File: config.mk
export PLATFORM = sky130hd
export DESIGN_NAME = wb_macro_sched
export DESIGN_NICKNAME = d
export VERILOG_FILES = /design/src/rtl/wb_macro_sched.sv
export SDC_FILE = /design/constraint.sdc
export NUM_CORES = 1
export LEC_CHECK = 0
export CORE_AREA = 2 2 115 201
export DETAILED_ROUTE_END_ITERATION = 7
export DIE_AREA = 0 0 117 203
export PLACE_DENSITY_LB_ADDON = 0.2
export SKIP_LAST_GASP = 1
export SYNTH_ARGS = -nofsm -noshare
export SYNTH_HDL_FRONTEND = slang
export SYNTH_SLANG_ARGS = --single-unit
File: constraint.sdc
create_clock -name wb_clk_i -period 3.1 [get_ports wb_clk_i]
set_input_delay 0.62 -clock wb_clk_i [delete_from_list [all_inputs] [get_ports wb_clk_i]]
set_output_delay 0.62 -clock wb_clk_i [all_outputs]
set_load 0.02 [all_outputs]
File: src/rtl/wb_macro_sched.sv
// Wishbone scheduler between the Caravel management port and NUM_SLV user macros plus a
// local CSR bank; every transaction ends in exactly one ack, hung or missing targets get an error word.
module wb_macro_sched #(
  parameter int          NUM_SLV   = 4,
  parameter logic [31:0] BASE_ADDR = 32'h3000_0000,
  parameter int          TIMEOUT   = 255
) (
  input  logic                    wb_clk_i,
  input  logic                    wb_rst_ni,
  input  logic                    wbs_cyc_i,
  input  logic                    wbs_stb_i,
  input  logic                    wbs_we_i,
  input  logic [31:0]             wbs_adr_i,
  input  logic [31:0]             wbs_dat_i,
  input  logic [3:0]              wbs_sel_i,
  output logic                    wbs_ack_o,
  output logic [31:0]             wbs_dat_o,
  output logic [NUM_SLV-1:0]      m_cyc_o,
  output logic [NUM_SLV-1:0]      m_stb_o,
  output logic                    m_we_o,
  output logic [31:0]             m_adr_o,
  output logic [31:0]             m_dat_o,
  output logic [3:0]              m_sel_o,
  input  logic [NUM_SLV-1:0]      m_ack_i,
  input  logic [32*NUM_SLV-1:0]   m_dat_i,
  output logic                    irq_o
);

  localparam logic [7:0]  TO_LAST      = 8'(TIMEOUT - 1);
  localparam logic [31:0] ID_WORD      = 32'h5743_4844;
  localparam logic [31:0] ERR_UNMAPPED = 32'hBADD_0001;
  localparam logic [31:0] ERR_DISABLED = 32'hBADD_0002;
  localparam logic [31:0] ERR_TIMEOUT  = 32'hBADD_0003;

  typedef enum logic [1:0] {
    ST_IDLE = 2'd0,
    ST_BUSY = 2'd1,
    ST_RESP = 2'd2
  } state_t;

  state_t               state_r;
  state_t               state_s;
  logic [3:0]           idx_r;
  logic [7:0]           timer_r;
  logic [NUM_SLV-1:0]   en_r;
  logic [7:0]           tocnt_r;
  logic [31:0]          erradr_r;
  logic [31:0]          resp_dat_r;
  logic                 irq_r;
  logic                 m_we_r;
  logic [31:0]          m_adr_r;
  logic [31:0]          m_dat_r;
  logic [3:0]           m_sel_r;

  logic                 req_s;
  logic                 hit_s;
  logic [3:0]           adr_idx_s;
  logic                 is_csr_s;
  logic                 is_mac_s;
  logic                 mac_en_s;
  logic                 ack_sel_s;
  logic [31:0]          dat_sel_s;
  logic [NUM_SLV-1:0]   stb_onehot_s;
  logic                 timeout_s;
  logic [31:0]          csr_rd_s;

  // Decode the incoming request against the macro windows and the CSR window.
  always_comb begin
    req_s     = wbs_cyc_i & wbs_stb_i;
    hit_s     = (wbs_adr_i[31:20] == BASE_ADDR[31:20]);
    adr_idx_s = wbs_adr_i[19:16];
    is_csr_s  = hit_s && (adr_idx_s == 4'hF);
    is_mac_s  = 1'b0;
    mac_en_s  = 1'b0;
    for (int k = 0; k < NUM_SLV; k++) begin
      is_mac_s = is_mac_s | (hit_s && (adr_idx_s == 4'(k)));
      mac_en_s = mac_en_s | (hit_s && (adr_idx_s == 4'(k)) && en_r[k]);
    end
  end

  // Only the latched macro's ack and data are visible; everything else is ignored.
  always_comb begin
    ack_sel_s    = 1'b0;
    dat_sel_s    = 32'd0;
    stb_onehot_s = {NUM_SLV{1'b0}};
    for (int k = 0; k < NUM_SLV; k++) begin
      stb_onehot_s[k] = (idx_r == 4'(k));
      ack_sel_s       = ack_sel_s | ((idx_r == 4'(k)) & m_ack_i[k]);
      dat_sel_s       = dat_sel_s | ({32{idx_r == 4'(k)}} & m_dat_i[32*k +: 32]);
    end
    timeout_s = (timer_r == TO_LAST);
  end

  // CSR read mux, sampled in IDLE so the response reflects the pre-write value.
  always_comb begin
    csr_rd_s = 32'd0;
    case (wbs_adr_i[3:2])
      2'd0:    csr_rd_s[NUM_SLV-1:0] = en_r;
      2'd1:    csr_rd_s = {24'd0, tocnt_r};
      2'd2:    csr_rd_s = erradr_r;
      2'd3:    csr_rd_s = ID_WORD;
      default: csr_rd_s = 32'd0;
    endcase
  end

  // State register.
  always_ff @(posedge wb_clk_i or negedge wb_rst_ni) begin
    if (!wb_rst_ni) begin
      state_r <= ST_IDLE;
    end else begin
      state_r <= state_s;
    end
  end

  // Next state: a macro ack beats both the timeout and a master abort.
  always_comb begin
    state_s = state_r;
    case (state_r)
      ST_IDLE: begin
        if (req_s) begin
          if (is_mac_s && mac_en_s) state_s = ST_BUSY;
          else                      state_s = ST_RESP;
        end else begin
          state_s = ST_IDLE;
        end
      end
      ST_BUSY: begin
        if (ack_sel_s || timeout_s) state_s = ST_RESP;
        else if (!wbs_cyc_i)        state_s = ST_IDLE;
        else                        state_s = ST_BUSY;
      end
      ST_RESP: state_s = ST_IDLE;
      default: state_s = ST_IDLE;
    endcase
  end

  // Outputs depend only on registered state, so they drop with the async reset.
  always_comb begin
    wbs_ack_o = (state_r == ST_RESP);
    wbs_dat_o = (state_r == ST_RESP) ? resp_dat_r : 32'd0;
    m_cyc_o   = (state_r == ST_BUSY) ? stb_onehot_s : {NUM_SLV{1'b0}};
    m_stb_o   = (state_r == ST_BUSY) ? stb_onehot_s : {NUM_SLV{1'b0}};
    m_we_o    = m_we_r;
    m_adr_o   = m_adr_r;
    m_dat_o   = m_dat_r;
    m_sel_o   = m_sel_r;
    irq_o     = irq_r;
  end

  // Transaction latch, CSR bank, timeout timer and error bookkeeping.
  always_ff @(posedge wb_clk_i or negedge wb_rst_ni) begin
    if (!wb_rst_ni) begin
      idx_r      <= 4'd0;
      timer_r    <= 8'd0;
      en_r       <= {NUM_SLV{1'b1}};
      tocnt_r    <= 8'd0;
      erradr_r   <= 32'd0;
      resp_dat_r <= 32'd0;
      irq_r      <= 1'b0;
      m_we_r     <= 1'b0;
      m_adr_r    <= 32'd0;
      m_dat_r    <= 32'd0;
      m_sel_r    <= 4'd0;
    end else begin
      irq_r <= (tocnt_r != 8'd0);
      case (state_r)
        ST_IDLE: begin
          timer_r <= 8'd0;
          if (req_s) begin
            idx_r   <= adr_idx_s;
            m_we_r  <= wbs_we_i;
            m_adr_r <= wbs_adr_i;
            m_dat_r <= wbs_dat_i;
            m_sel_r <= wbs_sel_i;
            if (is_csr_s) begin
              resp_dat_r <= csr_rd_s;
              if (wbs_we_i && (wbs_adr_i[3:2] == 2'd0) && wbs_sel_i[0]) begin
                en_r <= wbs_dat_i[NUM_SLV-1:0];
              end else if (wbs_we_i && (wbs_adr_i[3:2] == 2'd1)) begin
                tocnt_r <= 8'd0;
              end else begin
                en_r <= en_r;
              end
            end else if (!is_mac_s) begin
              resp_dat_r <= ERR_UNMAPPED;
              erradr_r   <= wbs_adr_i;
            end else if (!mac_en_s) begin
              resp_dat_r <= ERR_DISABLED;
              erradr_r   <= wbs_adr_i;
            end else begin
              resp_dat_r <= resp_dat_r;
            end
          end else begin
            idx_r <= idx_r;
          end
        end
        ST_BUSY: begin
          timer_r <= timer_r + 8'd1;
          if (ack_sel_s) begin
            resp_dat_r <= dat_sel_s;
          end else if (timeout_s) begin
            resp_dat_r <= ERR_TIMEOUT;
            erradr_r   <= m_adr_r;
            if (tocnt_r != 8'hFF) tocnt_r <= tocnt_r + 8'd1;
            else                  tocnt_r <= tocnt_r;
          end else begin
            resp_dat_r <= resp_dat_r;
          end
        end
        default: timer_r <= 8'd0;
      endcase
    end
  end

endmodule

### Yosys cells after proc, flatten, opt, wreduce, memory -nomap -nowiden

Index checks and enable logic that the tools add are counted.

* register bits: 160
* bits of input ports: 205
* output and inout bits: 111
* logic and storage cells: 118

* $add $sub $neg: 2
* equal/unequal tests: 26
* multiplexer cells: 32
* bitwise operators: 21
* reductions and logical operators: 25

Operators with widths (count)
* 32-bit 2-to-1 mux: 13
* 32-bit AND: 4
* 32-bit one-hot mux with 2 select lines: 2
* 32-bit bitwise OR: 3
* 28-bit one-hot mux with 3 select lines: 1
* 8-bit 2-to-1 mux: 8
* 8-bit by 1-bit adder with 8-bit output (second input constant): 2
* 4-bit by 2-bit == test with 1-bit output (second input constant): 4
* 4-bit one-hot mux with 4 select lines: 1
* 8-bit one-hot mux with 2 select lines: 1
* 2-bit != test (second input constant): 7
* 1-bit logical AND: 13
* 12-bit by 10-bit == test with 1-bit output (second input constant): 1
* 1-bit bitwise OR: 9
* 4-bit by 1-bit == test with 1-bit output (second input constant): 2
* 8-bit == test (second input constant): 1
* 4-bit zero test: 2
* 8-bit != test (second input constant): 1
* 4-bit AND reduction: 2
* 8-bit AND reduction: 1
* 8-bit nonzero test: 1
* 2-bit == test (second input constant): 3
* 2-bit 2-to-1 mux: 3
* 3-bit != test (second input constant): 2
* other kinds (13): 19

### Longest topological paths before layout

Gate-level depths: netlist of the first run.

* word-level depth: 11
* mapped depth: 8
* depth with buffers taken out: 6

### Least setup slack after synthesis of the first run

No wires, ideal clock.

* path kind: register to output
* from: register state_r[0]
* to: output m_stb_o[0]
* data arrival time: 2.073 ns
* data required time: 2.480 ns
* path slack: 0.407 ns
* stages on the path, launching flop included: 8
* path buffers: 4
* path through: dfrtp_1 -> bufbuf_16 -> nor2b_1 -> clkbuf_1 -> nand2_1 -> buf_1 -> nor3_1 -> buf_4

* cells in the longest elaborated chain, start to end: 2

RTL lines
* start: declaration: line 41 `state_t state_r;`
* start signal: assignment: line 111 `state_r <= state_s;`
* 2-bit by 1-bit == test with 1-bit output
* 4-bit 2-to-1 mux
* end: declaration: line 19 `output logic [NUM_SLV-1:0] m_stb_o,`

Every way passes these cells.

### Worst setup path after layout of the first run

* from: register state_r[1]
* to: output m_cyc_o[2]

* cells in the longest elaborated chain, start to end: 2

RTL lines
* 2-bit by 1-bit == test with 1-bit output: line 141 `m_cyc_o = (state_r == ST_BUSY) ? stb_onehot_s : {NUM_SLV{1'b0}};`
* 4-bit 2-to-1 mux: line 141
* end: declaration: line 18 `output logic [NUM_SLV-1:0] m_cyc_o,`

Every way passes these cells.

==> impl_metrics.csv, run 1 <==
group,metric,value,unit
setup_path,path_max_fanout,8,
yosys,synthArstFlopShare,100,%
drt,maxUsedRoutingLayer,"met4",
power_and_ir_drop,leakagePower,5.43,nW
clock_network,hold_buffers,0,
setup_path,slowest_delay,640,ps
timing,holdWs,170,ps
timing,hold_viol_final,0,
yosys,synth_edf_count,0,
final_layout,drive_gt1_share,24.8,%
place,dpl_cell_area,12300,um^2
yosys,ys_top_cells_by_count,"dfrtp_1 (152), nand2_1 (113), mux2_2 (84)",
yosys,yosys-top-cells-area,"dfrtp_1 (44%), mux2_2 (11%), mux2_4 (9.0%)",
yosys,yosysTopAreaCellShare,43.7,%
clock_network,htree_levels,4,
yosys,yosysWarnings,0,
yosys,synth_most_common_cell,"dfrtp_1",
drt,vias,7043,
yosys,syn_nets,958,
timing,skew,12.6,ps
yosys,synth_compound_area_share,4.67,%
final_layout,fin_area,13000,um^2
timing,setup_viol,0,
timing,slew_violations,0,
drt,first_iter_violations,311,
final_layout,nFillCells,1916,
clock_network,path_clk_slew,60,ps
global_routing,grt_max_degree,69,
job,cap_violations,0,
final_layout,regArea,3910,um^2
timing,period_needed,2930,ps
clock_network,cts_resized,0,
setup_path,r2r_start,"idx_r[2]$_DFFE_PN0P_",
hold_path,min_path_type,"input port to asynchronous set/reset pin",
timing,grt_setup_unrepaired,"false",
clock_network,worstSkewPairLatency,430,ps
drt,wl,25800,um
drt,wl_met1,9750,um
final_layout,multi_input_area,4450,um^2
setup_path,regToRegSetupSlack,660,ps
floorplan,initial_core_util,39.4,%
yosys,synthFlopType,"dfrtp_1",
setup_path,regToRegEndpoint,"resp_dat_r[2]$_DFFE_PN0P_",
drt,drtPass1Iterations,5,
yosys,synth_fa_ha_area_share,0.575,%
global_routing,antenna_found_initial,1,
setup_path,arrival,2310,ps
status,status,"completed",
yosys,synthXorXnorAreaFrac,1.11,%
drt,dr_wl_met3,1590,um
place,dp_hpwl,19900,um
yosys,ys_types,60,
timing,setup_ws,167,ps
drt,wl_met2,13600,um
clock_network,cts_tree,"yes",
timing,worst_pin_slew,716,ps
floorplan,pin_count,316,
clock_network,cts.sinks,156,
drt,ant_nets,0,
final_layout,finalNonFillerCells,1380,
yosys,synth-seq-cells,156,
drt,drt-wirelength-per-cell,18.7,um
place,dp_cells,1347,
global_routing,groute.usage.overall,21.8,%
yosys,synth_area_per_cell,11.6,um^2
setup_path,critPathBufInv,1,
setup_path,worst-setup-path-type,"register to output pin",
final_layout,post-route-util,58.8,%
timing,max_freq,341,MHz
yosys,synthSimpleGateAreaFrac,14.8,%
global_routing,grt_first_pass_wirelength,39700,um
timing,max_slew_margin,52.1,%
yosys,synth_top_area_cell,"dfrtp_1",
timing,fin_crit_sh,94.6,%
place,place_congestion,0.862,
clock_network,cts_buffers,17,
setup_path,cp-start-kind,"register",
power_and_ir_drop,p_per_area,493,nW/um^2
clock_network,clk_path_buf_depth,2,
power_and_ir_drop,design_power_total,6.39,mW
floorplan,die_h,203,um
setup_path,crit_chain,"nand2b_2, nor3_4, nand2_1, nor2_1, clkdlybuf4s50_1",
place,portBuffers,315,
yosys,yosysSeqAreaShare,44.9,%
drt,drcViolationCount,0,
setup_path,crit_slowest_cell,"clkdlybuf4s50_1",
place,preCtsSetupSlack,-104,ps
yosys,synth_top_family_by_area,"multiplexers",
drt,vias_per_cell,5.10,
floorplan,fp.dieW,117,um
setup_path,critical-path-top-delay-family,"simple AND/OR/NAND/NOR gates",
global_routing,grt.overflow.total,0,
final_layout,area_growth,49.0,%
final_layout,final_nets,1279,
setup_path,critPathCaptureType,"output pin",
clock_network,post-cts-setup-buffers,0,
yosys,muxShareOfSynthArea,29.4,%
floorplan,core,22100,um^2
floorplan,dieArea,23800,um^2
yosys,synth.cell_area,8710,um^2
timing,finalSetupTns,0,ps
floorplan,rows,72,
power_and_ir_drop,vdd_ir_drop_max,0.407,mV
yosys,syn_inst,749,
setup_path,reg2reg_depth,6,
setup_path,cp.required,2480,ps
clock_network,cts_root_buf,"clkbuf_16",
global_routing,grt_pass1_vias,7355,
==> cells in the final DEF (no fill, tap or decap), types with 19 or more instances in the layout <==
cell             count
a21oi_1             21
and2_1              34
buf_4               37
clkdlybuf4s50_1    313
dfrtp_1            150
mux2_2              84
mux2_4              52
mux2i_1             26
mux4_2              25
nand2_1            113
nand3_1             19
nor2_1              25
==> per-layer routing <==
layer,track usage (%),up-vias
met5,0,-
met4,8.82,0
met3,4.63,45
met2,38.3,246
met1,25.3,3453
li1,-,3299
==> sequential cells by signal, summed over array words and instances (netlist names) <==
signal,flops
state_r,2
tocnt_r,8
timer_r,8
idx_r,3
m_dat_o,32
m_adr_o,29
resp_dat_r,32
m_sel_o,4
m_we_o,1
irq_o,1
en_r,4
erradr_r,32
==> worst max-delay path by stage <==
stage / from / endpoint / depth (start not counted) / slack (ps)
final: state_r[1]$_DFF_PN0_ / m_cyc_o[2] / 5 / 170
after floorplan: state_r[0]$_DFF_PN0_ / m_stb_o[0] / 7 / 410
after global placement: wbs_adr_i[31] / erradr_r[26]$_DFFE_PN0P_ / 7 / -60
after global routing: state_r[1]$_DFF_PN0_ / m_cyc_o[2] / 5 / 30
after CTS: state_r[1]$_DFF_PN0_ / m_stb_o[2] / 5 / 50
after detailed placement: wbs_adr_i[20] / erradr_r[26]$_DFFE_PN0P_ / 7 / -100
==> layout make-up <==
type	count	area share [%]
Multi-Input combinational cell	525	34.3
Tap cell	296	2.86
Clock inverter	14	1.39
Timing Repair Buffer	359	27.6
Inverter	11	0.318
Clock buffer	18	3.39
Antenna cell	1	0.0193
Sequential cell	156	30.2
==> kinds of logic after synthesis <==
kind of cell	count (synthesis)
flops	156
simple gates	255
mux	188
compound gates	67
fa+ha+maj	4
buf+inv	68
xor+xnor	11
==> where the power goes <==
group | leakage [nW] | internal (mW) | switching [mW]
logic | 3.27 | 1.00 | 0.729
registers | 1.86 | 2.28 | 0.189
clock network | 0.299 | 1.31 | 0.891
(Power assumes the default switching activity.)
==> inputs of run 2 (changes only) <==
--- a/config.mk
+++ b/config.mk
@@ -5,9 +5,11 @@
 export SDC_FILE = /design/constraint.sdc
 export NUM_CORES = 1
 export LEC_CHECK = 0
-export CORE_AREA = 2 2 115 201
+export CELL_PAD_IN_SITES_DETAIL_PLACEMENT = 0
+export CELL_PAD_IN_SITES_GLOBAL_PLACEMENT = 1
+export CORE_AREA = 2 2 123 214
 export DETAILED_ROUTE_END_ITERATION = 7
-export DIE_AREA = 0 0 117 203
+export DIE_AREA = 0 0 125 216
 export PLACE_DENSITY_LB_ADDON = 0.2
 export SKIP_LAST_GASP = 1
 export SYNTH_ARGS = -nofsm -noshare
==> run 2 against run 1 <==
Total power is 1.2% higher. Highest routed layer unchanged. Via count is 1.0% lower. Global-route usage is 1.2 points lower. Count of clock-buffer cells in the layout is 2 higher. Sequential cell count stayed put. Critical path depth is 1 higher. Cell count is 1.3% higher. Worst hold slack worse by 31 ps.
==> impl_metrics.csv, run 2 (synthesized netlist as in run 1, its figures left out) <==
group,metric,value,unit
final_layout,drive_gt1_share,24.8,%
place,preCtsSetupSlack,-151,ps
floorplan,dieArea,27000,um^2
setup_path,cp.required,2480,ps
floorplan,pin_count,316,
clock_network,cts_tree,"yes",
place,portBuffers,315,
global_routing,antenna_found_initial,0,
floorplan,core,25200,um^2
power_and_ir_drop,vdd_ir_drop_max,0.486,mV
setup_path,cp-start-kind,"register",
final_layout,final_nets,1278,
place,dp_hpwl,21000,um
clock_network,worstSkewPairLatency,430,ps
drt,drcViolationCount,0,
final_layout,antenna-diode-count,0,
floorplan,rows,77,
drt,wl,27500,um
global_routing,grt_max_degree,62,
setup_path,worst-setup-path-type,"register to output pin",
final_layout,area_growth,49.4,%
global_routing,grt.overflow.total,0,
timing,period_needed,2960,ps
timing,worst_pin_slew,635,ps
timing,max_slew_margin,57.6,%
clock_network,cts_buffers,17,
power_and_ir_drop,p_per_area,498,nW/um^2
global_routing,grt_pass1_vias,7613,
timing,grt_setup_unrepaired,"false",
place,dp_cells,1366,
drt,drt-wirelength-per-cell,19.7,um
clock_network,cts_root_buf,"clkbuf_16",
clock_network,hold_buffers,0,
floorplan,fp.dieW,125,um
drt,ant_nets,0,
floorplan,initial_core_util,34.5,%
drt,vias_per_cell,4.99,
clock_network,cts.sinks,156,
global_routing,groute.usage.overall,20.6,%
setup_path,arrival,2340,ps
setup_path,critPathCaptureType,"output pin",
final_layout,finalNonFillerCells,1398,
timing,setup_viol,0,
setup_path,path_max_fanout,8,
timing,max_freq,338,MHz
drt,first_iter_violations,354,
job,cap_violations,0,
timing,fin_crit_sh,95.4,%
timing,hold_viol_final,0,
timing,slew_violations,0,
timing,setup_ws,142,ps
clock_network,htree_levels,4,
status,status,"completed",
clock_network,clk_path_buf_depth,2,
place,place_congestion,0.830,
drt,drtPass1Iterations,4,
timing,skew,9.26,ps
hold_path,min_path_type,"input port to asynchronous set/reset pin",
floorplan,die_h,216,um
setup_path,regToRegSetupSlack,520,ps
final_layout,most-common-layout-cells,"clkdlybuf4s50_1 (313), dfrtp_1 (148), nand2_1 (113), mux2_2 (84), mux2_4 (52)",
drt,vias,6970,
final_layout,final_common_cell,"clkdlybuf4s50_1",
global_routing,grt_first_pass_wirelength,42900,um
power_and_ir_drop,leakagePower,5.43,nW
clock_network,path_clk_slew,60,ps
[run 2: changes by cell type in the layout (fill, tap and decap cells not counted), moves of 2 or more]
cell       previous run  this run
clkbuf_1              0         3
dfrtp_2               2         4
buf_4                37        35
inv_6                 7         1
dfrtp_1             150       148
clkinv_2              1         4
nor3_2                0         2
bufinv_16             3         5
[run 2: cell type report]
class / instances / area [um^2]
clock buffers: 20 / 437
clock inverters: 12 / 194
fillers: 2325 / 12200
inverters: 11 / 41.3
multi-input cells: 525 / 4450
flip-flops and latches: 156 / 3910
well taps: 316 / 395
repair buffers: 358 / 3570
[run 2: power by group]
part | switching [mW] | leakage, nW | total, mW | internal, mW
clock | 0.842 | 0.304 | 2.27 | 1.42
combinational | 0.747 | 3.27 | 1.74 | 0.998
sequential | 0.181 | 1.86 | 2.46 | 2.28
[run 2: what timing repair did]
action / in CTS / in global routing
cloned: 0 / 0
gates resized for setup: 2 / 4
setup endpoints to repair: 3 / 8
setup buffers: 0 / 0
[run 2: per-layer routing]
layer	vias up	wire length (um)	track usage, %
li1	3296	-	-
met1	3405	10300	22.7
met2	235	15000	38.1
met3	34	1670	5.48
met4	0	546	6.30
met5	-	0	0
[run 2: final timing paths]
check / start / end / cells past startpoint
max in group asynchronous: wb_rst_ni / resp_dat_r[10]$_DFFE_PN0P_ / 2
hold reg to reg: resp_dat_r[0]$_DFFE_PN0P_ / resp_dat_r[0]$_DFFE_PN0P_ / 1
setup reg to reg: m_adr_o[19]$_DFFE_PN0P_ / resp_dat_r[8]$_DFFE_PN0P_ / 8
setup / recovery: state_r[1]$_DFF_PN0_ / m_cyc_o[2] / 6
hold / removal: wb_rst_ni / m_dat_o[21]$_DFFE_PN0P_ / 1
min in group wb_clk_i: resp_dat_r[0]$_DFFE_PN0P_ / resp_dat_r[0]$_DFFE_PN0P_ / 1
[run 2: worst max-delay path, stage by stage, from the launching register on]
cell and delay [ps]:
dfrtp_2 490, nand2b_2 220, nor3_2 180, buf_4 210, nand2_1 60, nor2_1 130, clkdlybuf4s50_1 620
[run 2: stage by stage]
| stage | hold WS (ps) | total power, mW | utilization [%] | setup TNS (ps) | cell area [um^2] |
|---|---|---|---|---|---|
| CTS | 149 | 6.58 | 51.5 | 0 | 13000 |
| finish | 139 | 6.47 | 51.5 | 0 | 13000 |
| global placement | 485 | 4.24 | 49.0 | -5320 | 12400 |
| floorplan | 324 | 3.35 | - | 0 | 8710 |
| global route | 167 | 6.77 | 51.5 | 0 | 13000 |
| detailed placement | 489 | 4.26 | 49.0 | -5740 | 12400 |
